===== src/rtl/clk_freq_duty_meter.sv =====
// -----------------------------------------------------------------------------
// clk_freq_duty_meter
//   Measures the period and high time of sig_in in cycles of clk, then derives
//   the integer duty cycle in percent with a serial restoring divider.
//   sig_in is asynchronous to clk and is brought in through a 2-flop
//   synchronizer. The first (partial) period after reset or timeout is
//   discarded.
//
// Ports
//   clk           in   reference clock, all logic on posedge
//   rst           in   synchronous active-high reset
//   sig_in        in   measured signal (asynchronous)
//   period_cycles out  last measured period, clk cycles
//   high_cycles   out  last measured high time, clk cycles
//   duty_pct      out  floor(high_cycles*100/period_cycles)
//   meas_valid    out  1-cycle pulse, all three results updated
//   busy          out  divider running
//   overrun       out  1-cycle pulse, sample dropped because divider busy
//   timeout       out  sticky, no rising edge within 2**CNT_W-1 cycles
// -----------------------------------------------------------------------------
module clk_freq_duty_meter #(
   parameter int CNT_W = 16
) (
   input  logic             clk,
   input  logic             rst,
   input  logic             sig_in,
   output logic [CNT_W-1:0] period_cycles,
   output logic [CNT_W-1:0] high_cycles,
   output logic [6:0]       duty_pct,
   output logic             meas_valid,
   output logic             busy,
   output logic             overrun,
   output logic             timeout
);

   // Rise-latch to meas_valid. The last divider iteration registers the
   // results directly, so the iteration count (= numerator width) is one less.
   localparam int DIV_LAT = CNT_W + 8;
   localparam int NW      = DIV_LAT - 1;
   localparam int IW      = $clog2(NW);

   typedef enum logic {ACQUIRE, MEASURE} state_t;

   state_t           state, state_nxt;
   logic             sync1, sig_s, sig_d, rise;
   logic [CNT_W-1:0] per_cnt, hi_cnt;
   logic             restart, sample, count, to_set;

   logic [CNT_W-1:0] lat_p, lat_h;
   logic [CNT_W-1:0] rem, rem_nxt;
   logic [NW-1:0]    num, num_nxt;
   logic [CNT_W:0]   shifted;
   logic             ge;
   logic [IW-1:0]    icnt;
   logic             div_last, div_idle, start;

   // Synchronizer is deliberately not reset: it keeps tracking sig_in during
   // reset, so a signal already high at reset release does not look like a rise.
   always_ff @(posedge clk) begin
      sync1 <= sig_in;
      sig_s <= sync1;
      sig_d <= sig_s;
   end

   assign rise = sig_s & ~sig_d;

   // ---------------------------------------------------------------- FSM ---
   always_ff @(posedge clk) begin
      if (rst) state <= ACQUIRE;
      else     state <= state_nxt;
   end

   always_comb begin
      state_nxt = state;
      restart   = 1'b0;
      sample    = 1'b0;
      count     = 1'b0;
      to_set    = 1'b0;
      case (state)
         ACQUIRE: begin
            if (rise) begin
               restart   = 1'b1;
               state_nxt = MEASURE;
            end
         end
         MEASURE: begin
            // A rise on the saturating cycle still yields a valid max period.
            if (rise) begin
               sample  = 1'b1;
               restart = 1'b1;
            end else if (per_cnt == '1) begin
               to_set    = 1'b1;
               state_nxt = ACQUIRE;
            end else begin
               count = 1'b1;
            end
         end
         default: state_nxt = ACQUIRE;
      endcase
   end

   // ----------------------------------------------------------- counters ---
   always_ff @(posedge clk) begin
      if (rst) begin
         per_cnt <= '0;
         hi_cnt  <= '0;
      end else if (restart) begin
         per_cnt <= CNT_W'(1);
         hi_cnt  <= CNT_W'(1);
      end else if (count) begin
         per_cnt <= per_cnt + CNT_W'(1);
         if (sig_s) hi_cnt <= hi_cnt + CNT_W'(1);
      end
   end

   // ------------------------------------------------------------ divider ---
   // Restoring division of hi*100 by period, one quotient bit per cycle.
   // The divider counts as idle on its final cycle so a rise landing there
   // starts the next divide instead of being dropped.
   assign div_last = busy && (icnt == IW'(NW - 1));
   assign div_idle = !busy || div_last;
   assign start    = sample && div_idle;

   always_comb begin
      shifted = {rem, num[NW-1]};
      ge      = (shifted >= {1'b0, lat_p});
      rem_nxt = CNT_W'(ge ? (shifted - {1'b0, lat_p}) : shifted);
      num_nxt = {num[NW-2:0], ge};
   end

   always_ff @(posedge clk) begin
      if (rst) begin
         busy          <= 1'b0;
         icnt          <= '0;
         rem           <= '0;
         num           <= '0;
         lat_p         <= '0;
         lat_h         <= '0;
         period_cycles <= '0;
         high_cycles   <= '0;
         duty_pct      <= '0;
         meas_valid    <= 1'b0;
         overrun       <= 1'b0;
         timeout       <= 1'b0;
      end else begin
         meas_valid <= div_last;
         overrun    <= sample && !div_idle;

         if (busy) begin
            num  <= num_nxt;
            rem  <= rem_nxt;
            icnt <= icnt + IW'(1);
         end

         if (div_last) begin
            busy          <= 1'b0;
            period_cycles <= lat_p;
            high_cycles   <= lat_h;
            duty_pct      <= num_nxt[6:0];
         end

         // Placed after completion so a same-cycle start overrides the
         // divider registers while the outputs take the finished result.
         if (start) begin
            busy  <= 1'b1;
            lat_p <= per_cnt;
            lat_h <= hi_cnt;
            num   <= NW'(hi_cnt) * NW'(100);
            rem   <= '0;
            icnt  <= '0;
         end

         if (to_set)        timeout <= 1'b1;
         else if (div_last) timeout <= 1'b0;
      end
   end

endmodule

===== config.mk =====
export PLATFORM = sky130hd
export DESIGN_NAME = clk_freq_duty_meter
export DESIGN_NICKNAME = d
export VERILOG_FILES = /design/src/rtl/clk_freq_duty_meter.sv
export SDC_FILE = /design/constraint.sdc
export NUM_CORES = 1
export LEC_CHECK = 0
export CAP_MARGIN = 30
export CELL_PAD_IN_SITES_DETAIL_PLACEMENT = 0
export CELL_PAD_IN_SITES_GLOBAL_PLACEMENT = 1
export CORE_MARGIN = 2
export CORE_UTILIZATION = 45
export CTS_CLUSTER_DIAMETER = 60
export DETAILED_ROUTE_END_ITERATION = 8
export MAX_ROUTING_LAYER = met4
export PLACE_DENSITY_LB_ADDON = 0.1
export SLEW_MARGIN = 10
export SYNTH_ARGS = -nofsm -noshare
export SYNTH_HDL_FRONTEND = slang
export SYNTH_SLANG_ARGS = --single-unit

===== constraint.sdc =====
create_clock -name clk -period 4.4 [get_ports clk]
set_input_delay 1.1 -clock clk [delete_from_list [all_inputs] [get_ports clk]]
set_output_delay 1.1 -clock clk [all_outputs]
set_load 0.1 [all_outputs]

After elaboration in Yosys (flattened, before gate mapping)
Index checks and enable logic that the tools add are counted.

operators by class
  $add $sub $neg = 4
  muxes and demuxes = 21
  order comparisons = 1
  reduce and logical (&&, ||, !) cells = 15
  equal/unequal tests = 2
  bitwise operators = 3
  multipliers = 1

operators by type and width
  operator                                             count
  two-way mux 23 bit                                   2
  adder 16 x 1 -> 16 bit (second input constant)       2
  multiplier 16 x 5 -> 21 bit (second input constant)  1
  greater-or-equal comparator 17 x 16 -> 1 bit         1
  two-way mux 1 bit                                    17
  equality test 16 bit (second input constant)         1
  two-way mux 16 bit                                   1
  subtractor 16 bit                                    1
  nonzero test 2 bit                                   5
  adder 5 x 1 -> 5 bit (second input constant)         1
  equality test 5 bit (second input constant)          1
  AND reduction 2 bit                                  2
  OR reduction 2 bit                                   2
  logical AND 1 bit                                    3
  zero test 1 bit                                      2
  NOT 1 bit                                            2
  case mux 1 bit (2 select lines)                      1
  bitwise AND 1 bit                                    1
  logical OR 1 bit                                     1

word-level totals
  word-level logic and storage cells = 68
  output and inout bits = 43
  register bits = 155
  input port bits = 3

Logic depth before layout (Yosys ltp)
Gate-level depths: netlist of the first run.

  depth in word-level cells = 6
  depth in mapped cells = 13
  depth with buffers taken out = 13

Least setup slack after synthesis of the first run
OpenSTA, ideal clock, no wires.

  path kind = reg-to-reg
  start = register hi_cnt[3]
  end = register num[20]
  buffers on the path = 0
  cell stages (with the launch flop) = 12
  setup slack = 1087 ps
  library setup time = 128 ps
  arrival = 3185 ps
  period minus slack after synthesis = 3313 ps
  data required time = 4272 ps
  path through = dfxtp_1 -> ha_1 -> ha_1 -> fa_1 -> ha_1 -> a211oi_1 -> o21ai_0 -> a311oi_1 -> o21ai_0 -> xor2_1 -> a222oi_1 -> nor2_1

on the way
  cells in the longest elaborated chain, start to end = 2

ends and longest elaborated chain
  item                         line  source
  start, declared              46    logic [CNT_W-1:0] per_cnt, hi_cnt;
  start signal, assigned       112   if (sig_s) hi_cnt <= hi_cnt + CNT_W'(1);
  multiplier 16 x 5 -> 21 bit  168   num <= NW'(hi_cnt) * NW'(100);
  two-way mux 23 bit           164   if (start) begin
  end signal, assigned         150   num <= num_nxt;
  end signal, assigned         168
  end, declared                51    logic [NW-1:0] num, num_nxt;

Every way passes these cells.
A chain may end at the register's enable or synchronous reset.

Worst setup path in the final report of the first run
  start = register hi_cnt[0]
  end = register num[20]

The elaborated chain is that of the path after synthesis.

==> results.json, run 1 <==
{
  "outcome": "complete, no violations",
  "synth_enable_flop_cells": 0,
  "synth_flop_cell": "dfxtp_1",
  "drt_iter0_markers": 301,
  "floorplan.initialDensity_pct": 45.6,
  "timing_hold_violations_final": 0,
  "synth_cell_types": 63,
  "worst_pin_slew_ns": 1.03,
  "ys_seq_elements": 155,
  "ys_seq_area_share_pct": 38.0,
  "drive_gt1_share_pct": 5.62,
  "async_reset_ff_share_pct": 0,
  "final_nets": 1087,
  "place_inst": 1211,
  "dieArea_um2": 19200,
  "finClkSkew_ns": 0.0122,
  "synth_area_per_cell_um2": 8.37,
  "crit_arrival_ns": 4.07,
  "syn_nets": 1061,
  "cts_setup_buffers": 0,
  "grt_usage_pct": 20.3,
  "grt_pass1_wl_um": 31200,
  "rsz0062_at_grt": "no",
  "cts_root_buf": "clkbuf_16",
  "io_pins": 46,
  "finalCoreUtilization_pct": 52.7,
  "wl_um": 18500,
  "grt_pass1_vias": 6105,
  "path_clk_slew_ns": 0.07,
  "fmax_ghz": 0.265,
  "clk_latency_ns": 0.42,
  "max_slew_margin_pct": 31.1,
  "worstSetupStartpointType": "flip-flop",
  "cts_inserted_buffers": 17,
  "grt_max_degree": 75,
  "io_buffers": 45,
  "layout_common_cells": "nand2_1 (177), dfxtp_1 (155), a21oi_1 (99)",
  "required_ns": 4.70,
  "p_per_area_nw_per_um2": 338,
  "globalRouteOverflowTotal": 0,
  "end_kind": "flip-flop",
  "ir_worst_vdd_v": 0.000297,
  "ctsResizeCount": 0,
  "crit_end": "num[20]",
  "fillerInstances": 1767,
  "cts.sinks": 155,
  "die_w_um": 139,
  "cts.htree.levels": 4,
  "post-route-drc-count": 0,
  "reg2reg_from": "hi_cnt[0]",
  "max-cap-violations": 0,
  "place_area_um2": 8800,
  "fin_area_um2": 9430,
  "grt_antenna_before_repair": 0,
  "core-area_um2": 17900,
  "setup_viol": 0,
  "drv_slew": 0,
  "wl_per_cell_um": 14.9,
  "crit_type": "flip-flop to flip-flop",
  "clockBufferDepth": 2,
  "startpoint": "hi_cnt[0]",
  "area_growth_pct": 15.5,
  "cts_tree": "yes",
  "setup_tns_ns": 0,
  "num_vias": 6592,
  "dp_hpwl_um": 13300,
  "p_leak_nw": 3.80,
  "antenna_left": 0,
  "fin_crit_ns": 3.77,
  "die_h_um": 139,
  "place_congestion": 0.818,
  "dr.pass1.iters": 7,
  "ff2ff_setup_slack_ns": 0.63,
  "reg2reg_to": "num[20]",
  "rows": 49,
  "hold_slack_ns": 0.336,
  "antenna_cells": 0,
  "worstHoldPathType": "flip-flop to flip-flop",
  "layout.cells.non_filler": 1243,
  "yosys_warnings": 0,
  "postCtsHoldBufs": 0,
  "syn_inst": 975,
  "r2r_cells": 11,
  "syn_area_um2": 8160,
  "path_max_fanout": 9,
  "final_common_cell": "nand2_1",
  "min_period_over_period_pct": 85.7,
  "vias_per_cell": 5.30
}
==> state kept, by name, summed over array words and instances, names as in the netlist, 7 cells and up <==
register / count
lat_p: 16
lat_h: 16
duty_pct: 7
num: 23
high_cycles: 16
period_cycles: 16
per_cnt: 16
rem: 16
hi_cnt: 16
==> power breakdown <==
| group | total [mW] | switching [mW] | internal, mW | leakage, nW |
|---|---|---|---|---|
| Clock | 1.56 | 0.640 | 0.915 | 0.306 |
| Sequential | 1.43 | 0.0137 | 1.41 | 1.25 |
| Combinational | 0.206 | 0.130 | 0.0754 | 2.25 |
==> worst min path at each step <==
stage | start | endpoint | slack (ns) | cells after the start
2_1_floorplan | sync1 | sig_s | 0.31 | 0
3_3_place_gp | sync1 | sig_s | 0.32 | 0
3_5_place_dp | sync1 | sig_s | 0.32 | 0
4_1_cts | sync1 | sig_s | 0.34 | 0
5_1_grt | sync1 | sig_s | 0.35 | 0
6_report | sync1 | sig_s | 0.34 | 0
==> routing by layer <==
layer / track usage (%) / up-vias / share of wire [%]
met3: 3.59 / 21 / 2.2
met5: - / - / 0
met1: 26.8 / 3097 / 49
met4: 6.86 / 0 / 2.1
met2: 31.6 / 70 / 47
li1: - / 3404 / -
==> per-stage QoR <==
stage                     power, mW  setup WS, ns
after floorplan                1.62          1.09
after global placement         1.67         0.729
after detailed placement       1.67         0.638
final                          3.19         0.627
after CTS                      3.23         0.628
after global routing           3.32         0.409
==> cell families (layout without fill, tap and decap cells) <==
group | after synthesis | count (layout) | synth area share [%]
AND/OR/NAND/NOR | 336 | 336 | 18.5
AO/OA/AOI/OAI | 214 | 214 | 16.5
flip-flops | 155 | 155 | 38.0
buffers and inverters | 119 | 158 | 5.66
adder cells (fa/ha/maj) | 83 | 83 | 13.8
XOR/XNOR | 53 | 53 | 5.69
multiplexers | 15 | 15 | 1.84
==> cells in the mapped netlist, types with 3 or more instances <==
cell / number / area, µm²
nand2_1: 177 / 664
dfxtp_1: 155 / 3100
a21oi_1: 99 / 495
inv_1: 73 / 274
ha_1: 71 / 888
nor2_1: 68 / 255
clkbuf_1: 36 / 135
o21ai_0: 34 / 170
xor2_1: 29 / 254
xnor2_1: 24 / 210
nand3_1: 17 / 85.1
mux2i_1: 15 / 150
nand4_1: 13 / 81.3
fa_1: 12 / 240
a21o_1: 11 / 82.6
a222oi_1: 10 / 100
nor3_1: 10 / 50.1
nand2b_1: 9 / 56.3
nor2b_1: 9 / 56.3
a31oi_1: 8 / 50.1
a211oi_1: 7 / 52.6
buf_1: 7 / 26.3
a221oi_1: 6 / 52.6
or3_1: 6 / 37.5
a22oi_1: 5 / 37.5
and3_1: 5 / 31.3
a32oi_1: 4 / 35.0
and2_1: 4 / 25.0
o21a_1: 4 / 30.0
a22o_1: 3 / 26.3
and4_1: 3 / 26.3
o22ai_1: 3 / 18.8
==> worst max-delay path, stage by stage (launching register included) <==
cell      delay [ns]
dfxtp_1         0.51
ha_1            0.31
ha_1            0.27
ha_1            0.32
fa_1            0.49
a211oi_1        0.31
o21ai_0         0.21
a311oi_1        0.45
o21ai_0         0.22
xor2_1          0.18
a222oi_1        0.31
nor2_1          0.07
==> cell type report <==
cell class | count | area, µm² | share of cell area [%]
clock buffer | 17 | 425 | 4.51
clock inverter | 15 | 203 | 2.15
inverter | 73 | 274 | 2.91
multi-input combinational | 701 | 4610 | 48.9
sequential | 155 | 3100 | 32.9
tap | 229 | 287 | 3.04
timing repair buffer | 53 | 526 | 5.57
No activity file was read; power rests on OpenSTA's default activity.
==> inputs of run 2 (changes only) <==
--- a/config.mk
+++ b/config.mk
@@ -8,13 +8,14 @@
 export CAP_MARGIN = 30
 export CELL_PAD_IN_SITES_DETAIL_PLACEMENT = 0
 export CELL_PAD_IN_SITES_GLOBAL_PLACEMENT = 1
+export CORE_ASPECT_RATIO = 0.7
 export CORE_MARGIN = 2
 export CORE_UTILIZATION = 45
 export CTS_CLUSTER_DIAMETER = 60
 export DETAILED_ROUTE_END_ITERATION = 8
 export MAX_ROUTING_LAYER = met4
 export PLACE_DENSITY_LB_ADDON = 0.1
-export SLEW_MARGIN = 10
+export SLEW_MARGIN = 20
 export SYNTH_ARGS = -nofsm -noshare
 export SYNTH_HDL_FRONTEND = slang
 export SYNTH_SLANG_ARGS = --single-unit
==> results.json, run 2 (same netlist as run 1, synthesis figures left out) <==
{
  "outcome": "finished with violations",
  "violations": "DRC",
  "max_slew_margin_pct": 32.5,
  "grt_antenna_before_repair": 0,
  "ir_worst_vdd_v": 0.000202,
  "dp_slack_ns": 0.623,
  "cts_tree": "yes",
  "place_congestion": 0.865,
  "io_buffers": 45,
  "layout_common_cells": "nand2_1 (177), dfxtp_1 (155), a21oi_1 (99)",
  "worstHoldPathType": "flip-flop to flip-flop",
  "hold_slack_ns": 0.331,
  "setup_tns_ns": 0,
  "min_period_over_period_pct": 87.9,
  "timing_hold_violations_final": 0,
  "required_ns": 4.69,
  "cts_inserted_buffers": 17,
  "fin_crit_ns": 3.87,
  "multi_input_area_um2": 4610,
  "max-cap-violations": 0,
  "globalRouteOverflowTotal": 0,
  "postCtsHoldBufs": 0,
  "regMostFlops": "num",
  "p_switching_uw": 788,
  "grt_usage_pct": 22.3,
  "rsz0062_at_grt": "no",
  "ff2ff_setup_slack_ns": 0.53,
  "fmax_ghz": 0.258,
  "p_comb_share_pct": 6.9,
  "grt_pass1_vias": 5946,
  "drv_slew": 0,
  "crit_arrival_ns": 4.16,
  "switching_share_pct": 25.2,
  "vias_per_cell": 5.24,
  "cts_root_buf": "clkbuf_16",
  "clk_latency_ns": 0.43,
  "finClkSkew_ns": 0.0118,
  "clockBufferDepth": 2,
  "post-route-drc-count": 3,
  "regArea_um2": 3100,
  "cts.htree.levels": 4,
  "p_clk_share_pct": 47.5,
  "grt_pass1_wl_um": 32200,
  "wl_per_cell_um": 15.6,
  "fin_ws_ns": 0.531,
  "total_power_mw": 3.12,
  "ctsResizeCount": 0,
  "drive_gt1_share_pct": 5.62,
  "largest_register_ffs": 23,
  "dieArea_um2": 19200,
  "antenna_left": 0,
  "die_h_um": 117,
  "end_kind": "flip-flop",
  "layout.cells.non_filler": 1250,
  "power_frac_seq_pct": 45.7,
  "place_inst": 1218,
  "fillerInstances": 1782,
  "path_clk_slew_ns": 0.07,
  "final_nets": 1087,
  "die_w_um": 165,
  "wl_um": 19500,
  "area_growth_pct": 15.1,
  "p_per_area_nw_per_um2": 332,
  "crit_type": "flip-flop to flip-flop",
  "num_vias": 6555,
  "dr.pass1.iters": 9,
  "antenna_cells": 0,
  "p_int_mw": 2.34,
  "worst_pin_slew_ns": 1.01,
  "worstSetupStartpointType": "flip-flop",
  "grt_max_degree": 69,
  "io_pins": 46,
  "dp_hpwl_um": 14200,
  "core-area_um2": 17900,
  "rows": 41,
  "setup_viol": 0,
  "final_common_cell": "nand2_1",
  "path_max_fanout": 5,
  "drt_iter0_markers": 575,
  "cts_setup_buffers": 0,
  "p_leak_nw": 3.78,
  "cts.sinks": 155,
  "floorplan.initialDensity_pct": 45.6
}
-- run 2: path summary, 6_finish.rpt --
| check | start | to | depth (start not counted) |
|---|---|---|---|
| min reg2reg | sync1 | sig_s | 0 |
| max reg2reg | hi_cnt[3] | num[20] | 11 |
| min | sync1 | sig_s | 0 |
| max | hi_cnt[3] | num[20] | 11 |
-- run 2: layer usage --
metal	share of wire, %	up-vias	routed length [µm]	global-route usage [%]
met5	0	-	0	-
met3	5.1	11	1000	4.44
met2	34	161	6710	26.5
met4	0.60	0	116	5.04
li1	-	3407	-	-
met1	60	2976	11600	36.7
-- run 2: worst max-delay path: stages, from the launching register on --
cell	delay [ns]
dfxtp_1	0.47
ha_1	0.29
ha_1	0.29
fa_1	0.49
ha_1	0.38
a211oi_1	0.28
o21ai_0	0.21
a311oi_1	0.49
o21ai_0	0.25
xor2_1	0.19
a222oi_1	0.31
nor2_1	0.07
-- run 2: metrics by stage --
step,utilization (%),area [µm²]
floorplan,-,8160
global placement,49.0,8780
detailed placement,49.2,8810
CTS,52.5,9400
global route,52.5,9400
finish,52.5,9400
-- run 2: cell type report --
| cell class | instances | share of cell area [%] |
|---|---|---|
| Clock inverter | 15 | 1.76 |
| Timing Repair Buffer | 53 | 5.59 |
| Tap cell | 236 | 3.14 |
| Multi-Input combinational cell | 701 | 49.0 |
| Sequential cell | 155 | 33.0 |
| Clock buffer | 17 | 4.53 |
| Inverter | 73 | 2.92 |
-- run 2: power by group through the flow --
stage               clock network (mW)  registers [mW]  logic [mW]
floorplan                            0            1.46       0.165
global placement                     0            1.46       0.212
detailed placement                   0            1.46       0.211
CTS                               1.52            1.43       0.212
global route                      1.57            1.43       0.236
finish                            1.48            1.43       0.214
==> inputs of run 3 (changes only) <==
--- a/config.mk
+++ b/config.mk
@@ -15,6 +15,7 @@
 export DETAILED_ROUTE_END_ITERATION = 8
 export MAX_ROUTING_LAYER = met4
 export PLACE_DENSITY_LB_ADDON = 0.1
+export SETUP_SLACK_MARGIN = 0.15
 export SLEW_MARGIN = 20
 export SYNTH_ARGS = -nofsm -noshare
 export SYNTH_HDL_FRONTEND = slang
==> results of run 3 <==
No change in the layout: final DEF, timing and power equal those of run 2.
